**src/rtl/piso_bit_serializer.sv**
```systemverilog
// Parallel-in/serial-out bit serializer with valid/ready input handshake.
// Emits one WIDTH-bit word per WIDTH cycles on x, gap-free when words are chained.
module piso_bit_serializer #(
    parameter int unsigned WIDTH      = 8,
    parameter bit          MSB_FIRST  = 1'b1,
    parameter bit          IDLE_LEVEL = 1'b0
) (
    input  logic             clk,
    input  logic             rst,
    input  logic [WIDTH-1:0] din,
    input  logic             din_valid,
    output logic             din_ready,
    output logic             x,
    output logic             x_valid,
    output logic             x_last,
    output logic             busy
);

    localparam int unsigned    CW       = (WIDTH > 1) ? $clog2(WIDTH) : 1;
    localparam logic [CW-1:0]  CNT_LAST = CW'(WIDTH - 1);

    typedef enum logic {
        IDLE  = 1'b0,
        SHIFT = 1'b1
    } state_e;

    state_e           state_q;
    state_e           state_d;
    logic [WIDTH-1:0] sr_q;
    logic [WIDTH-1:0] sr_d;
    logic [WIDTH-1:0] sr_shift;
    logic [CW-1:0]    cnt_q;
    logic [CW-1:0]    cnt_d;
    logic             x_q;
    logic             x_d;
    logic             xv_q;
    logic             xv_d;
    logic             at_last;
    logic             accept;

    assign at_last   = (state_q == SHIFT) && (cnt_q == CNT_LAST);
    assign din_ready = !rst && ((state_q == IDLE) || at_last);
    assign accept    = din_valid && din_ready;

    // Shift toward the output end so the next bit always sits at a fixed position.
    assign sr_shift  = MSB_FIRST ? (sr_q << 1) : (sr_q >> 1);

    always_ff @(posedge clk) begin
        if (rst) begin
            state_q <= IDLE;
        end else begin
            state_q <= state_d;
        end
    end

    always_comb begin
        state_d = state_q;
        unique case (state_q)
            IDLE: begin
                if (accept) begin
                    state_d = SHIFT;
                end
            end
            SHIFT: begin
                if (at_last && !accept) begin
                    state_d = IDLE;
                end
            end
        endcase
    end

    always_comb begin
        sr_d  = sr_q;
        cnt_d = cnt_q;
        x_d   = IDLE_LEVEL;
        xv_d  = 1'b0;
        if (accept) begin
            sr_d  = din;
            cnt_d = '0;
            x_d   = MSB_FIRST ? din[WIDTH-1] : din[0];
            xv_d  = 1'b1;
        end else if ((state_q == SHIFT) && !at_last) begin
            sr_d  = sr_shift;
            cnt_d = cnt_q + CW'(1);
            x_d   = MSB_FIRST ? sr_shift[WIDTH-1] : sr_shift[0];
            xv_d  = 1'b1;
        end
    end

    always_ff @(posedge clk) begin
        if (rst) begin
            sr_q  <= '0;
            cnt_q <= '0;
            x_q   <= IDLE_LEVEL;
            xv_q  <= 1'b0;
        end else begin
            sr_q  <= sr_d;
            cnt_q <= cnt_d;
            x_q   <= x_d;
            xv_q  <= xv_d;
        end
    end

    assign x       = x_q;
    assign x_valid = xv_q;
    assign x_last  = at_last;
    assign busy    = (state_q == SHIFT);

endmodule

```
**config.mk**
```make
export PLATFORM = sky130hd
export DESIGN_NAME = piso_bit_serializer
export DESIGN_NICKNAME = d
export VERILOG_FILES = /design/src/rtl/piso_bit_serializer.sv
export SDC_FILE = /design/constraint.sdc
export NUM_CORES = 1
export LEC_CHECK = 0
export CORE_AREA = 4 4 41 43
export DETAILED_ROUTE_END_ITERATION = 8
export DIE_AREA = 0 0 45 47
export PLACE_DENSITY = 0.77
export SLEW_MARGIN = 10
export SYNTH_ARGS = -nofsm -noshare
export SYNTH_HDL_FRONTEND = slang
export SYNTH_SLANG_ARGS = --single-unit
```
**constraint.sdc**
```tcl
create_clock -name clk -period 3.3 [get_ports clk]
set_clock_uncertainty 0.1 [all_clocks]
set_input_delay 0.66 -clock clk [delete_from_list [all_inputs] [get_ports clk]]
set_output_delay 0.66 -clock clk [all_outputs]
set_load 0.02 [all_outputs]
```
==> results.sh <==
export IMPL_htreeDepth=1
export IMPL_synth_seq_cells=13
export IMPL_synthMuxAreaShare_pct=12.4
export IMPL_grt_max_degree=17
export IMPL_slew_headroom_pct=61.2
export IMPL_drt_iter0_markers=6
export IMPL_path_common_cell="ha_1"
export IMPL_ir_drop_mv=0.200
export IMPL_p_leak_nw=0.300
export IMPL_clk_pin_slew_ns=0.08
export IMPL_port_buffers=15
export IMPL_syn_avg_cell_area_um2=9.73
export IMPL_multi_input_area_um2=267
export IMPL_synth_most_common_cell="dfxtp_1"
export IMPL_die_h_um=47
export IMPL_synth_area_top_cells="dfxtp_1 (46%), mux2i_1 (12%), a211oi_1 (8.0%)"
export IMPL_rows=13
export IMPL_io_pins=16
export IMPL_grt_pass1_wl_mm=1.81
export IMPL_synth_compound_area_share_pct=11.5
export IMPL_cts_setup_buffers=0
export IMPL_ys_seq_area_share_pct=46.1
export IMPL_synth_top_family_by_area="simple AND/OR/NAND/NOR gates"
export IMPL_nets=88
export IMPL_yosys_area_top_type="dfxtp_1"
export IMPL_numCtsBuffers=3
export IMPL_viasPerCell=5.13
export IMPL_rsz0062_at_grt="false"
export IMPL_p_clk_share_pct=29.8
export IMPL_tightest_slew_ns=0.581
export IMPL_critical_path_max_fanout=7
export IMPL_hp_start="sr_q[6]"
export IMPL_slowest_delay_ns=0.55
export IMPL_fin_crit_ns=2.78
export IMPL_ctsRootBufferMaster="clkbuf_4"
export IMPL_final_max_slew_viol_count=0
export IMPL_power_frac_seq_pct=53.7
export IMPL_dpl_hpwl_um=730
export IMPL_cp_end_kind="output port"
export IMPL_arrival_ns=2.02
export IMPL_layout_area_overhead_vs_synth_pct=29.3
export IMPL_nFillCells=128
export IMPL_async_reset_ff_share_pct=0
export IMPL_ys_types=15
export IMPL_drt_wirelength_per_cell_um=11.5
export IMPL_synth_top_area_share_pct=46.1
export IMPL_clock_path_buffers=2
export IMPL_drt_wl_total_mm=1.02
export IMPL_first_global_vias=434
export IMPL_hold_viol_final=0
export IMPL_synth_edf_count=0
export IMPL_overflow=0
export IMPL_drt_pass1_iterations=3
export IMPL_die_area_um2=2120
export IMPL_worstReg2RegStart="cnt_q[0]"
export IMPL_num_vias=457
export IMPL_setup_ws_ns=0.517
export IMPL_crit_type="flip-flop to output port"
export IMPL_gp_congestion=0.626
export IMPL_yosys_area_share_simple_pct=18.8
export IMPL_sw_frac_of_total_pct=24.5
export IMPL_drc=0
export IMPL_period_share_pct=84.3
export IMPL_fin_hold_ws_ns=0.369
export IMPL_die_w_um=45
export IMPL_cts_sink_count=13
export IMPL_place_area_um2=703
export IMPL_crit_chain="ha_1 > ha_1 > nor2b_1 > nor2_1 > clkdlybuf4s50_1"
export IMPL_required_ns=2.54
export IMPL_combPwrFrac_pct=16.6
export IMPL_power_mw=0.322
export IMPL_p_int_mw=0.243
export IMPL_switching_power_mw=0.0788
export IMPL_max_freq_mhz=359
export IMPL_seqCellArea_um2=260
export IMPL_maxCapViolCount=0
export IMPL_fin_tns_setup_ns=0
export IMPL_clock_latency_ns=0.27
export IMPL_slowest_stage="clkdlybuf4s50_1"
export IMPL_grt_util_all_layers_pct=12.2
export IMPL_r2r_slack_ns=1.64
export IMPL_status="complete, no violations"
export IMPL_path_buf_inv=1
export IMPL_r2r_end="sr_q[3]"
export IMPL_hold_depth=2
export IMPL_core_um2=1300
export IMPL_antenna_left=0
export IMPL_crit_path_start_kind="flip-flop"
export IMPL_rr_worst_depth=5
export IMPL_setup_viol=0
export IMPL_synthAdderAreaFrac_pct=4.43
export IMPL_tritoncts="yes"
export IMPL_yosysWarningCount=0
export IMPL_final_cell_area_um2=729
export IMPL_cts_hold_buf=0
export IMPL_hold_path_class="flip-flop to flip-flop"
export IMPL_cts_resized_gates=0
export IMPL_syn_nets=71
export IMPL_p_per_area_nw_per_um2=441
export IMPL_worstHoldEndpoint="x"
export IMPL_critPathTopFamily="buffers and inverters"
export IMPL_grt_antenna_before_repair=0
export IMPL_synth_xor_area_share_pct=0
export IMPL_synth_area_um2=564
export IMPL_synthCells=58
export IMPL_pre_cts_ws_ns=0.705
export IMPL_initial_core_util_pct=43.4
export IMPL_drive_gt1_share_pct=5.41
export IMPL_synthFlopType="dfxtp_1"
export IMPL_diodes=0
export IMPL_yosys_top_cells_count="dfxtp_1 (13), nor2_1 (10), mux2i_1 (7)"
how the worst max path moves through the flow:
stage          cells after the start   endpoint  slack [ns]     start
2_1_floorplan                      2  din_ready        1.39       rst
3_3_place_gp                       3  din_ready        0.69       rst
3_5_place_dp                       3  din_ready        0.70       rst
4_1_cts                            5  din_ready        0.49  cnt_q[0]
5_1_grt                            5  din_ready        0.34  cnt_q[0]
6_report                           5  din_ready        0.52  cnt_q[0]
cell families (layout without fill, tap and decap cells):
family | count (synthesis) | in the layout
buffers and inverters | 4 | 20
flip-flops | 13 | 13
adder cells (fa/ha/maj) | 2 | 2
AO/OA/AOI/OAI | 10 | 10
multiplexers | 7 | 7
AND/OR/NAND/NOR | 22 | 22
state kept, by name, summed over array words and instances, names as in the netlist:
name,flops
cnt_q,3
x,1
busy,1
x_valid,1
sr_q,7
tightest hold or removal path, delay by kind of cell (launching register included):
family	cells	cell delay, ns
flip-flops	1	0.32
AND/OR/NAND/NOR	1	0.06
AO/OA/AOI/OAI	1	0.05
placed cells by master (no fill, tap or decap):
master           synthesis  routed
nor2_1                  10      10
nor2b_1                  1       1
and2_1                   1       1
a21oi_1                  4       4
clkdlybuf4s50_1          0      15
buf_4                    0       1
a211oi_1                 6       6
nor3_1                   1       1
mux2i_1                  7       7
clkbuf_1                 1       1
nand3b_1                 3       3
dfxtp_1                 13      13
nand2b_1                 2       2
ha_1                     2       2
nand2_1                  3       3
nand3_1                  1       1
clkbuf_4                 0       3
metal layers:
layer,track usage [%],part of all wire (%)
met1,15.3,50
met2,18.4,41
met3,3.83,7.0
met4,7.02,1.7
met5,0,0
through the flow:
step | instances | utilization [%]
after floorplan | 58 | -
final | 89 | 56.1
after CTS | 89 | 56.1
after detailed placement | 85 | 54.0
after global routing | 89 | 56.1
after global placement | 85 | 54.0
layout make-up:
class	count	area share [%]
Clock buffer	4	3.60
Multi-Input combinational cell	41	36.5
Sequential cell	13	35.7
Tap cell	15	2.57
Timing Repair Buffer	16	21.6
power by group through the flow:
stage	combinational (mW)	clock (mW)	sequential (mW)
finish	0.0532	0.0958	0.173
global route	0.0594	0.106	0.174
CTS	0.0538	0.0985	0.173
detailed placement	0.0532	0	0.176
global placement	0.0525	0	0.176
floorplan	0.0305	0	0.178
Note: power is estimated with default switching activity, not from simulation.
